<file path="src/rtl/mem_arb_pkg.sv">
// mem_arb_pkg: shared state, requester-id types and constants for the memory read arbiter
package mem_arb_pkg;
  typedef enum logic [1:0] {ARB_IDLE, ARB_ADDR, ARB_DATA} arb_state_e;
  typedef logic arb_id_t;
  localparam arb_id_t ARB_ID_ICACHE = 1'b0;
  localparam arb_id_t ARB_ID_DCACHE = 1'b1;
endpackage

</file>
<file path="src/rtl/axi_read_if.sv">
// axi_read_if: AXI-style read address and read data channel interfaces
interface axi_read_address;
  logic        ARVALID;
  logic        ARREADY;
  logic [31:0] ARADDR;
  logic [7:0]  ARLEN;
  logic        ARID;
  modport master (output ARVALID, ARADDR, ARLEN, ARID, input ARREADY);
  modport slave  (input ARVALID, ARADDR, ARLEN, ARID, output ARREADY);
endinterface

interface axi_read_data;
  logic        RVALID;
  logic        RREADY;
  logic [31:0] RDATA;
  logic        RID;
  modport master (input RVALID, RDATA, RID, output RREADY);
  modport slave  (output RVALID, RDATA, RID, input RREADY);
endinterface

</file>
<file path="src/rtl/arb_grant2.sv">
// arb_grant2: two-way grant; fixed dcache priority, or round-robin when MEM_ARB_ROUND_ROBIN_EN is defined
module arb_grant2
  import mem_arb_pkg::*;
(
  input  logic    req0_i,
  input  logic    req1_i,
`ifdef MEM_ARB_ROUND_ROBIN_EN
  input  arb_id_t ptr_i,
`endif
  output arb_id_t gnt_o
);
`ifdef MEM_ARB_ROUND_ROBIN_EN
  assign gnt_o = (req0_i && req1_i) ? ptr_i : (req1_i ? ARB_ID_DCACHE : ARB_ID_ICACHE);
`else
  // with no request the result is unused, so dcache wins unless only icache asks
  assign gnt_o = (req1_i || !req0_i) ? ARB_ID_DCACHE : ARB_ID_ICACHE;
`endif
endmodule

</file>
<file path="src/rtl/mem_read_arbiter.sv">
// mem_read_arbiter: shares one AXI read channel between icache (0) and dcache (1); MEM_ARB_ROUND_ROBIN_EN selects round-robin over fixed dcache priority
module mem_read_arbiter
  import mem_arb_pkg::*;
#(
  parameter int LEN_WIDTH     = 5,
  parameter int DATA_BEAT_MAX = 16
) (
  input logic              clk,
  input logic              rst_n,
  axi_read_address.slave   icache_ar,
  axi_read_data.slave      icache_r,
  axi_read_address.slave   dcache_ar,
  axi_read_data.slave      dcache_r,
  axi_read_address.master  mem_ar,
  axi_read_data.master     mem_r
);
  arb_state_e           state_q, state_d;
  arb_id_t              owner_q, owner_d, gnt;
  logic [31:0]          addr_q, addr_d;
  logic [LEN_WIDTH-1:0] len_q, len_d, cnt_q, cnt_d, last_idx, req_len;
  logic [7:0]           raw_len;
  logic                 req_any, ar_hs, beat, own_rready, in_data;
`ifdef MEM_ARB_ROUND_ROBIN_EN
  arb_id_t              ptr_q, ptr_d;
`endif

  arb_grant2 u_grant (
    .req0_i (icache_ar.ARVALID),
    .req1_i (dcache_ar.ARVALID),
`ifdef MEM_ARB_ROUND_ROBIN_EN
    .ptr_i  (ptr_q),
`endif
    .gnt_o  (gnt)
  );

  assign req_any    = icache_ar.ARVALID || dcache_ar.ARVALID;
  assign raw_len    = gnt ? dcache_ar.ARLEN : icache_ar.ARLEN;
  assign req_len    = (raw_len > 8'(DATA_BEAT_MAX)) ? LEN_WIDTH'(DATA_BEAT_MAX) : raw_len[LEN_WIDTH-1:0];
  // ARLEN counts beats; zero still moves one beat
  assign last_idx   = (len_q == '0) ? '0 : len_q - LEN_WIDTH'(1);
  assign in_data    = state_q == ARB_DATA;
  assign ar_hs      = (state_q == ARB_ADDR) && mem_ar.ARREADY;
  assign own_rready = owner_q ? dcache_r.RREADY : icache_r.RREADY;
  assign beat       = in_data && mem_r.RVALID && own_rready;

  assign mem_ar.ARVALID    = state_q == ARB_ADDR;
  assign mem_ar.ARADDR     = addr_q;
  assign mem_ar.ARLEN      = 8'(len_q);
  assign mem_ar.ARID       = owner_q;
  assign icache_ar.ARREADY = ar_hs && (owner_q == ARB_ID_ICACHE);
  assign dcache_ar.ARREADY = ar_hs && (owner_q == ARB_ID_DCACHE);
  assign mem_r.RREADY      = in_data && own_rready;
  assign icache_r.RVALID   = in_data && mem_r.RVALID && (owner_q == ARB_ID_ICACHE);
  assign dcache_r.RVALID   = in_data && mem_r.RVALID && (owner_q == ARB_ID_DCACHE);
  assign icache_r.RDATA    = mem_r.RDATA;
  assign dcache_r.RDATA    = mem_r.RDATA;
  assign icache_r.RID      = mem_r.RID;
  assign dcache_r.RID      = mem_r.RID;

  // next state: latch a grant in IDLE, issue in ADDR, count owner beats in DATA
  always_comb begin
    state_d = state_q;
    owner_d = owner_q;
    addr_d  = addr_q;
    len_d   = len_q;
    cnt_d   = cnt_q;
`ifdef MEM_ARB_ROUND_ROBIN_EN
    ptr_d   = ptr_q;
`endif
    case (state_q)
      ARB_IDLE: if (req_any) begin
        state_d = ARB_ADDR;
        owner_d = gnt;
        addr_d  = gnt ? dcache_ar.ARADDR : icache_ar.ARADDR;
        len_d   = req_len;
`ifdef MEM_ARB_ROUND_ROBIN_EN
        ptr_d   = ~gnt;
`endif
      end
      ARB_ADDR: if (ar_hs) begin
        state_d = ARB_DATA;
        cnt_d   = '0;
      end
      ARB_DATA: if (beat) begin
        cnt_d   = cnt_q + LEN_WIDTH'(1);
        state_d = (cnt_q == last_idx) ? ARB_IDLE : ARB_DATA;
      end
      default: state_d = ARB_IDLE;
    endcase
  end

  // state and latched request; reset abandons any in-flight burst
  always_ff @(posedge clk) begin
    if (!rst_n) begin
      state_q <= ARB_IDLE;
      owner_q <= ARB_ID_ICACHE;
      addr_q  <= '0;
      len_q   <= '0;
      cnt_q   <= '0;
    end else begin
      state_q <= state_d;
      owner_q <= owner_d;
      addr_q  <= addr_d;
      len_q   <= len_d;
      cnt_q   <= cnt_d;
    end
  end

`ifdef MEM_ARB_ROUND_ROBIN_EN
  // round-robin preference pointer
  always_ff @(posedge clk) begin
    if (!rst_n) ptr_q <= ARB_ID_ICACHE;
    else        ptr_q <= ptr_d;
  end
`endif
endmodule
</file>
<file path="src/flat_wrapper.sv">
// flat-port wrapper written by rule: the top's interface ports become plain ports
module mem_read_arbiter_flat import mem_arb_pkg::*;
#(
  parameter int LEN_WIDTH     = 5,
  parameter int DATA_BEAT_MAX = 16
)
  (clk, rst_n, icache_ar_ARVALID, icache_ar_ARADDR, icache_ar_ARLEN, icache_ar_ARID, icache_ar_ARREADY, icache_r_RVALID, icache_r_RDATA, icache_r_RID, icache_r_RREADY, dcache_ar_ARVALID, dcache_ar_ARADDR, dcache_ar_ARLEN, dcache_ar_ARID, dcache_ar_ARREADY, dcache_r_RVALID, dcache_r_RDATA, dcache_r_RID, dcache_r_RREADY, mem_ar_ARVALID, mem_ar_ARADDR, mem_ar_ARLEN, mem_ar_ARID, mem_ar_ARREADY, mem_r_RVALID, mem_r_RDATA, mem_r_RID, mem_r_RREADY);
  axi_read_address icache_ar_i ();
  axi_read_data icache_r_i ();
  axi_read_address dcache_ar_i ();
  axi_read_data dcache_r_i ();
  axi_read_address mem_ar_i ();
  axi_read_data mem_r_i ();
  input logic clk;
  input logic rst_n;
  input wire logic [$bits(icache_ar_i.ARVALID)-1:0] icache_ar_ARVALID;
  input wire logic [$bits(icache_ar_i.ARADDR)-1:0] icache_ar_ARADDR;
  input wire logic [$bits(icache_ar_i.ARLEN)-1:0] icache_ar_ARLEN;
  input wire logic [$bits(icache_ar_i.ARID)-1:0] icache_ar_ARID;
  output wire logic [$bits(icache_ar_i.ARREADY)-1:0] icache_ar_ARREADY;
  output wire logic [$bits(icache_r_i.RVALID)-1:0] icache_r_RVALID;
  output wire logic [$bits(icache_r_i.RDATA)-1:0] icache_r_RDATA;
  output wire logic [$bits(icache_r_i.RID)-1:0] icache_r_RID;
  input wire logic [$bits(icache_r_i.RREADY)-1:0] icache_r_RREADY;
  input wire logic [$bits(dcache_ar_i.ARVALID)-1:0] dcache_ar_ARVALID;
  input wire logic [$bits(dcache_ar_i.ARADDR)-1:0] dcache_ar_ARADDR;
  input wire logic [$bits(dcache_ar_i.ARLEN)-1:0] dcache_ar_ARLEN;
  input wire logic [$bits(dcache_ar_i.ARID)-1:0] dcache_ar_ARID;
  output wire logic [$bits(dcache_ar_i.ARREADY)-1:0] dcache_ar_ARREADY;
  output wire logic [$bits(dcache_r_i.RVALID)-1:0] dcache_r_RVALID;
  output wire logic [$bits(dcache_r_i.RDATA)-1:0] dcache_r_RDATA;
  output wire logic [$bits(dcache_r_i.RID)-1:0] dcache_r_RID;
  input wire logic [$bits(dcache_r_i.RREADY)-1:0] dcache_r_RREADY;
  output wire logic [$bits(mem_ar_i.ARVALID)-1:0] mem_ar_ARVALID;
  output wire logic [$bits(mem_ar_i.ARADDR)-1:0] mem_ar_ARADDR;
  output wire logic [$bits(mem_ar_i.ARLEN)-1:0] mem_ar_ARLEN;
  output wire logic [$bits(mem_ar_i.ARID)-1:0] mem_ar_ARID;
  input wire logic [$bits(mem_ar_i.ARREADY)-1:0] mem_ar_ARREADY;
  input wire logic [$bits(mem_r_i.RVALID)-1:0] mem_r_RVALID;
  input wire logic [$bits(mem_r_i.RDATA)-1:0] mem_r_RDATA;
  input wire logic [$bits(mem_r_i.RID)-1:0] mem_r_RID;
  output wire logic [$bits(mem_r_i.RREADY)-1:0] mem_r_RREADY;
  assign icache_ar_i.ARVALID = icache_ar_ARVALID;
  assign icache_ar_i.ARADDR = icache_ar_ARADDR;
  assign icache_ar_i.ARLEN = icache_ar_ARLEN;
  assign icache_ar_i.ARID = icache_ar_ARID;
  assign icache_ar_ARREADY = icache_ar_i.ARREADY;
  assign icache_r_RVALID = icache_r_i.RVALID;
  assign icache_r_RDATA = icache_r_i.RDATA;
  assign icache_r_RID = icache_r_i.RID;
  assign icache_r_i.RREADY = icache_r_RREADY;
  assign dcache_ar_i.ARVALID = dcache_ar_ARVALID;
  assign dcache_ar_i.ARADDR = dcache_ar_ARADDR;
  assign dcache_ar_i.ARLEN = dcache_ar_ARLEN;
  assign dcache_ar_i.ARID = dcache_ar_ARID;
  assign dcache_ar_ARREADY = dcache_ar_i.ARREADY;
  assign dcache_r_RVALID = dcache_r_i.RVALID;
  assign dcache_r_RDATA = dcache_r_i.RDATA;
  assign dcache_r_RID = dcache_r_i.RID;
  assign dcache_r_i.RREADY = dcache_r_RREADY;
  assign mem_ar_ARVALID = mem_ar_i.ARVALID;
  assign mem_ar_ARADDR = mem_ar_i.ARADDR;
  assign mem_ar_ARLEN = mem_ar_i.ARLEN;
  assign mem_ar_ARID = mem_ar_i.ARID;
  assign mem_ar_i.ARREADY = mem_ar_ARREADY;
  assign mem_r_i.RVALID = mem_r_RVALID;
  assign mem_r_i.RDATA = mem_r_RDATA;
  assign mem_r_i.RID = mem_r_RID;
  assign mem_r_RREADY = mem_r_i.RREADY;
  mem_read_arbiter #(.LEN_WIDTH(LEN_WIDTH), .DATA_BEAT_MAX(DATA_BEAT_MAX)) u_core (.clk(clk), .rst_n(rst_n), .icache_ar(icache_ar_i), .icache_r(icache_r_i), .dcache_ar(dcache_ar_i), .dcache_r(dcache_r_i), .mem_ar(mem_ar_i), .mem_r(mem_r_i));
endmodule
</file>
<file path="config.mk">
export PLATFORM = sky130hd
export DESIGN_NAME = mem_read_arbiter_flat
export DESIGN_NICKNAME = d
export VERILOG_FILES = /design/src/rtl/mem_arb_pkg.sv /design/src/rtl/axi_read_if.sv /design/src/rtl/arb_grant2.sv /design/src/rtl/mem_read_arbiter.sv /design/src/flat_wrapper.sv
export SDC_FILE = /design/constraint.sdc
export NUM_CORES = 1
export LEC_CHECK = 0
export ABC_AREA = 1
export ABC_CLOCK_PERIOD_IN_PS = 4900
export CAP_MARGIN = 10
export CORE_MARGIN = 8
export CORE_UTILIZATION = 35
export CTS_BUF_LIST = sky130_fd_sc_hd__clkbuf_16
export DETAILED_ROUTE_END_ITERATION = 12
export PLACE_DENSITY = 0.86
export SLEW_MARGIN = 30
export SYNTH_ARGS = -nofsm -noshare
export SYNTH_HDL_FRONTEND = slang
export SYNTH_SLANG_ARGS = --single-unit
</file>
<file path="constraint.sdc">
create_clock -name clk -period 4.9 [get_ports clk]
set_clock_uncertainty 0.1 [all_clocks]
set_input_delay 0.49 -clock clk [delete_from_list [all_inputs] [get_ports clk]]
set_output_delay 0.49 -clock clk [all_outputs]
set_load 0.01 [all_outputs]
</file>
==> results of run 1 <==
-- cell families after synthesis --
logic type	after synthesis	synth area share (%)
xor gates and xnor gates	2	0.620
buffers and inverters	113	24.8
other	1	0.133
AOI/OAI and AO/OA	123	22.1
and+or+nand+nor	119	18.3
adders and majority gates	5	2.21
DFF	45	31.9
-- power by group through the flow --
stage	Combinational, µW	Sequential [µW]	Clock, µW
final	900	564	432
after global routing	993	583	458
after CTS	910	564	440
after detailed placement	902	571	0
after global placement	876	563	0
after floorplan	484	612	0
-- layer usage --
layer / GRT usage, % / share of wire [%]
met5: 0 / 0
met2: 29.0 / 51
met1: 14.9 / 34
met3: 7.92 / 12
met4: 7.44 / 3.3
-- cell type report --
type	count	area [µm²]	share of cell area, %
timing repair buffer	134	1330	34.4
multi-input combinational	252	1230	31.8
sequential	45	901	23.2
tap	102	128	3.29
clock buffer	5	125	3.22
inverter	25	93.8	2.42
clock inverter	3	65.1	1.68
-- flip-flops by register name, summed over array words and instances, names as in the netlist --
signal,flops
u_core.cnt_q,5
u_core.len_q,5
u_core.mem_ar.ARADDR,32
u_core.mem_ar.ARID,1
u_core.state_q,2
-- synthesized netlist by cell type (2+ instances only) --
cell type / number
a21oi_1: 77
nand2_1: 73
buf_4: 69
dfxtp_1: 45
o21ai_0: 42
inv_1: 24
nor2_1: 14
clkbuf_1: 13
nand3_1: 13
ha_1: 5
nand3b_1: 4
or2_2: 4
buf_1: 2
buf_2: 2
buf_6: 2
nand2_2: 2
nand4_1: 2
nor3_1: 2
nor4_1: 2
o21ai_2: 2
xor2_1: 2
-- worst reg2reg max path, cell delays in order (launching register included) --
cell	delay (ns)
dfxtp_1	0.35
inv_1	0.10
ha_1	0.24
nand2_1	0.12
o21ai_0	0.18
nand2_1	0.13
nor2_4	0.16
inv_2	0.09
o21ai_0	0.18
nor2_1	0.05
-- final timing paths --
check / cells after the start / slack, ns / end
max: 10 / 2.35 / u_core.len_q[2]
min: 2 / 0.41 / u_core.cnt_q[4]
max reg2reg: 9 / 3.09 / u_core.cnt_q[1]
min reg2reg: 2 / 0.41 / u_core.cnt_q[4]
-- metrics by stage --
stage,cells,instance area [µm²]
after CTS,566,3880
after global placement,558,3690
after detailed placement,558,3690
final,566,3880
after global routing,566,3880
after floorplan,410,2840
==> impl_metrics.py, run 1 <==
metrics = {
    "sta": {
        "setup_ws_ns": 2.35,
        "slew_headroom_pct": 49.5,
        "worst_slew_pin_slew_ns": 0.754,
        "fmax_ghz": 0.391,
        "slew_viol_final": 0,
        "fin_setup_tns_ns": 0,
        "hold_ws_ns": 0.413,
        "rsz0062_at_grt": "false",
        "period_minus_slack_ns": 2.55,
        "hold_violations": 0,
        "setup_viol": 0,
        "period_share_pct": 52.1,
    },
    "worst_setup_path": {
        "critPathKind": "in -> reg",
        "max_stage_delay_ns": 0.53,
        "worst_path_max_delay_cell": "clkdlybuf4s50_1",
        "crit_chain": "clkdlybuf4s50_1, inv_1, nor2_2, buf_4, or2_2, o21ai_0, inv_1, nand2_2, nand3b_1, a21oi_1",
        "crit_buf_inv": 4,
        "critPathTopFamily": "buffers and inverters",
        "cp.arrival_ns": 2.60,
        "r2r-start": "u_core.state_q[0]",
        "crit_path_frequent_cell": "inv_1",
        "critPathRequiredTime_ns": 4.94,
        "crit_fanout": 25,
        "crit_path_start_kind": "input pin",
        "critPathLaunch": "icache_ar_ARVALID",
        "cp-end-kind": "register",
    },
    "synth": {
        "avgSynthCellArea_um2": 6.93,
        "yosysTopAreaCell": "dfxtp_1",
        "synth_cell_types": 28,
        "synth_area_leaders": "dfxtp_1, buf_4, a21oi_1, nand2_1, o21ai_0",
        "synth_edf_count": 0,
        "ys.flop_type": "dfxtp_1",
        "syn-cell-area_um2": 2830,
        "synth_top_area_share_pct": 31.9,
        "yosysWarnings": 0,
        "ys_seq_elements": 45,
        "async_flop_share_pct": 0,
        "ys_seq_area_share_pct": 31.9,
        "syn_inst": 408,
    },
    "routing": {
        "wl_per_cell_um": 16.7,
        "drtIter0Drc": 103,
        "drt_wl_total_um": 9470,
        "antenna_left": 0,
        "dr.pass1.iters": 4,
        "drc": 0,
        "num_vias": 2803,
        "vias_per_cell": 4.95,
    },
    "cells_and_area": {
        "layout_common_cells": "clkdlybuf4s50_1, a21oi_1, nand2_1",
        "final_core_util_pct": 50.0,
        "syn_to_final_growth_pct": 37.2,
        "mostFrequentLayoutCell": "clkdlybuf4s50_1",
        "fill_cells": 744,
        "drive_above_1_share_pct": 4.96,
        "final_nets": 591,
        "num_antenna_cells": 0,
    },
    "die": {
        "dieArea_um2": 11200,
        "start_util_pct": 36.4,
        "core_region_area_um2": 7770,
        "rows": 32,
        "die_w_um": 106,
        "ios": 236,
        "die_h_um": 106,
    },
    "power_and_ir_drop": {
        "net-switching-power_uw": 696,
        "clkPwrFrac_pct": 22.8,
        "p_total_uw": 1900,
        "switching_share_pct": 36.7,
        "p_int_uw": 1200,
        "p_leak_uw": 0.00151,
        "powerDensity_nw_per_um2": 489,
        "ir_drop_uv": 232,
        "seq_power_share_pct": 29.8,
        "pwr-share-comb_pct": 47.5,
    },
    "place": {
        "hpwlAfterDp_um": 7360,
        "gp_congestion": 0.810,
        "io_buffers": 131,
        "pre_cts_ws_ns": 2.02,
    },
    "clocking": {
        "cts_setup_buffers": 0,
        "clk_pin_slew_worst_paths_ns": 0.06,
        "cts-resized-gates": 0,
        "htreeDepth": 2,
        "clockBufferDepth": 2,
        "cts_tree": "done",
        "cts_made_buffers": 5,
        "clkSinkCount": 45,
        "cts_hold_buf": 0,
        "clk_latency_ns": 0.28,
        "cts_root_buffer": "clkbuf_16",
    },
    "grt": {
        "grt_max_degree": 44,
        "grt_pass1_wl_um": 14900,
        "overflow": 0,
        "antenna_found_initial": 0,
        "track_usage_pct": 16.1,
        "grt_pass1_vias": 2967,
    },
    "hold_path": {
        "min_from": "u_core.cnt_q[4]",
        "hold_path.class": "reg -> reg",
    },
    "flow_run": {
        "drv_cap": 0,
    },
    "outcome": {
        "status": "finished clean",
    },
}
Power figures use the tool's default switching activity.
==> run 2, diff against run 1 <==
--- a/config.mk
+++ b/config.mk
@@ -6,13 +6,13 @@
 export NUM_CORES = 1
 export LEC_CHECK = 0
 export ABC_AREA = 1
-export ABC_CLOCK_PERIOD_IN_PS = 4900
+export ABC_CLOCK_PERIOD_IN_PS = 2250
 export CAP_MARGIN = 10
 export CORE_MARGIN = 8
-export CORE_UTILIZATION = 35
+export CORE_UTILIZATION = 30
 export CTS_BUF_LIST = sky130_fd_sc_hd__clkbuf_16
 export DETAILED_ROUTE_END_ITERATION = 12
-export PLACE_DENSITY = 0.86
+export PLACE_DENSITY = 0.79
 export SLEW_MARGIN = 30
 export SYNTH_ARGS = -nofsm -noshare
 export SYNTH_HDL_FRONTEND = slang
==> constraint.sdc (replaced) <==
create_clock -name clk -period 2.25 [get_ports clk]
set_clock_uncertainty 0.1 [all_clocks]
set_input_delay 0.225 -clock clk [delete_from_list [all_inputs] [get_ports clk]]
set_output_delay 0.225 -clock clk [all_outputs]
set_load 0.01 [all_outputs]
==> run 2 against run 1 <==
Compared with the run above: die area is 14% higher; largest power group unchanged; clock-buffer cell count stayed put; total power is 110% higher; core utilization is 7.6 points lower; worst setup slack worse by 2.2 ns; combinational power is 120% higher; first-iteration DRC count is 37% lower; routed wire length is 1.3% lower; via count is 1.8% higher; cell count is 2.7% higher; final area is 0.45% higher; critical path depth is 5 lower.
==> impl_metrics.py, run 2 (same netlist as run 1, synthesis figures left out) <==
metrics = {
    "sta": {
        "setup_ws_ns": 0.140,
        "rsz0062_at_grt": "false",
        "slew_viol_final": 0,
        "fin_setup_tns_ns": 0,
        "hold_violations": 0,
        "setup_viol": 0,
        "period_minus_slack_ns": 2.11,
        "fmax_ghz": 0.474,
        "period_share_pct": 93.8,
    },
    "grt": {
        "track_usage_pct": 13.8,
        "antenna_found_initial": 0,
        "overflow": 0,
        "grt_pass1_vias": 2986,
        "grt_pass1_wl_um": 14400,
        "grt_max_degree": 33,
    },
    "clocking": {
        "cts-resized-gates": 0,
        "clk_pin_slew_worst_paths_ns": 0.06,
        "clkSinkCount": 45,
        "cts_setup_buffers": 0,
        "cts_root_buffer": "clkbuf_16",
        "htreeDepth": 2,
        "clockBufferDepth": 2,
        "cts_hold_buf": 0,
        "cts_tree": "done",
        "clk_latency_ns": 0.28,
        "cts_made_buffers": 5,
    },
    "power_and_ir_drop": {
        "p_leak_uw": 0.00153,
        "powerDensity_nw_per_um2": 1010,
        "ir_drop_uv": 456,
    },
    "die": {
        "die_h_um": 113,
        "start_util_pct": 30.7,
        "die_w_um": 113,
        "ios": 236,
        "rows": 35,
        "core_region_area_um2": 9200,
        "dieArea_um2": 12800,
    },
    "cells_and_area": {
        "mostFrequentLayoutCell": "clkdlybuf4s50_1",
        "syn_to_final_growth_pct": 37.8,
        "final_nets": 597,
        "multi_input_area_um2": 1230,
        "drive_above_1_share_pct": 5.74,
        "largest_reg_flops": 32,
        "fill_cells": 925,
        "fin_area_um2": 3900,
        "seqCellArea_um2": 901,
        "instances_no_fill": 581,
        "layout_common_cells": "clkdlybuf4s50_1, a21oi_1, nand2_1",
        "num_antenna_cells": 0,
    },
    "routing": {
        "dr.pass1.iters": 4,
        "num_vias": 2853,
        "wl_per_cell_um": 16.1,
        "drc": 0,
        "vias_per_cell": 4.91,
        "antenna_left": 0,
        "drtIter0Drc": 65,
        "drt_wl_total_um": 9350,
    },
    "worst_setup_path": {
        "endpoint": "dcache_r_RVALID",
        "critPathKind": "reg -> out",
        "critPathLaunch": "u_core.state_q[0]",
        "reg2reg_slack_ns": 0.38,
        "crit_path_start_kind": "register",
        "reg2regPathDepth": 9,
        "critPathRequiredTime_ns": 1.92,
        "cp-end-kind": "primary output",
        "crit_fanout": 5,
        "cp.arrival_ns": 1.78,
        "r2r-start": "u_core.state_q[0]",
        "rr_endpoint": "u_core.cnt_q[1]",
    },
    "place": {
        "postPlaceCellArea_um2": 3760,
        "io_buffers": 131,
        "gp_congestion": 0.813,
        "pre_cts_ws_ns": 0.225,
        "dp.cells": 573,
        "hpwlAfterDp_um": 7430,
    },
    "hold_path": {
        "hold_path.class": "in -> out",
        "min_from": "mem_r_RDATA[28]",
    },
    "outcome": {
        "status": "finished clean",
    },
    "flow_run": {
        "drv_cap": 0,
    },
}
run 2: changes by cell type in the layout (fill, tap and decap cells not counted), sizes merged:
cell / previous run / this run
buf: 3 / 9
bufinv: 2 / 0
clkinv: 1 / 2
inv: 25 / 26
run 2: worst min path at each step:
stage / endpoint / slack, ns / cells after the start
5_1_grt: icache_r_RDATA[22] / 0.35 / 0
3_3_place_gp: icache_r_RDATA[10] / 0.35 / 0
4_1_cts: icache_r_RDATA[10] / 0.35 / 0
3_5_place_dp: icache_r_RDATA[10] / 0.35 / 0
6_report: icache_r_RDATA[28] / 0.35 / 0
2_1_floorplan: u_core.mem_ar.ARADDR[10] / 0.27 / 2
run 2: metrics by stage:
step	hold slack [ns]	power, µW	util [%]
final	0.350	3950	42.4
after global routing	0.350	4250	42.4
after CTS	0.350	3990	42.4
after detailed placement	0.350	3260	40.9
after global placement	0.350	3180	40.9
after floorplan	0.266	2390	-
run 2: power breakdown:
group	leakage (µW)	switching [µW]	internal [µW]
Sequential	0.000373	168	1060
Clock	0.0000748	298	404
Combinational	0.00108	1050	968
run 2: worst max-delay path, cell delays in order, from the launching register on:
cell             delay (ns)
dfxtp_1                0.35
inv_1                  0.11
ha_1                   0.26
nand2_1                0.13
nor2_1                 0.11
clkdlybuf4s50_1        0.55
run 2: layer usage:
layer,up-vias,track usage (%),share of wire (%)
met5,-,0,0
met4,0,8.61,5.0
met3,52,6.71,11
met2,112,24.4,50
met1,1297,12.5,34
li1,1392,-,-
run 2: cell type report:
cell class | count | share of cell area [%]
Clock buffer | 5 | 3.21
Timing Repair Buffer | 140 | 35.7
Multi-Input combinational cell | 252 | 31.7
Tap cell | 111 | 3.56
Sequential cell | 45 | 23.1
Inverter | 25 | 2.41
Clock inverter | 3 | 0.353
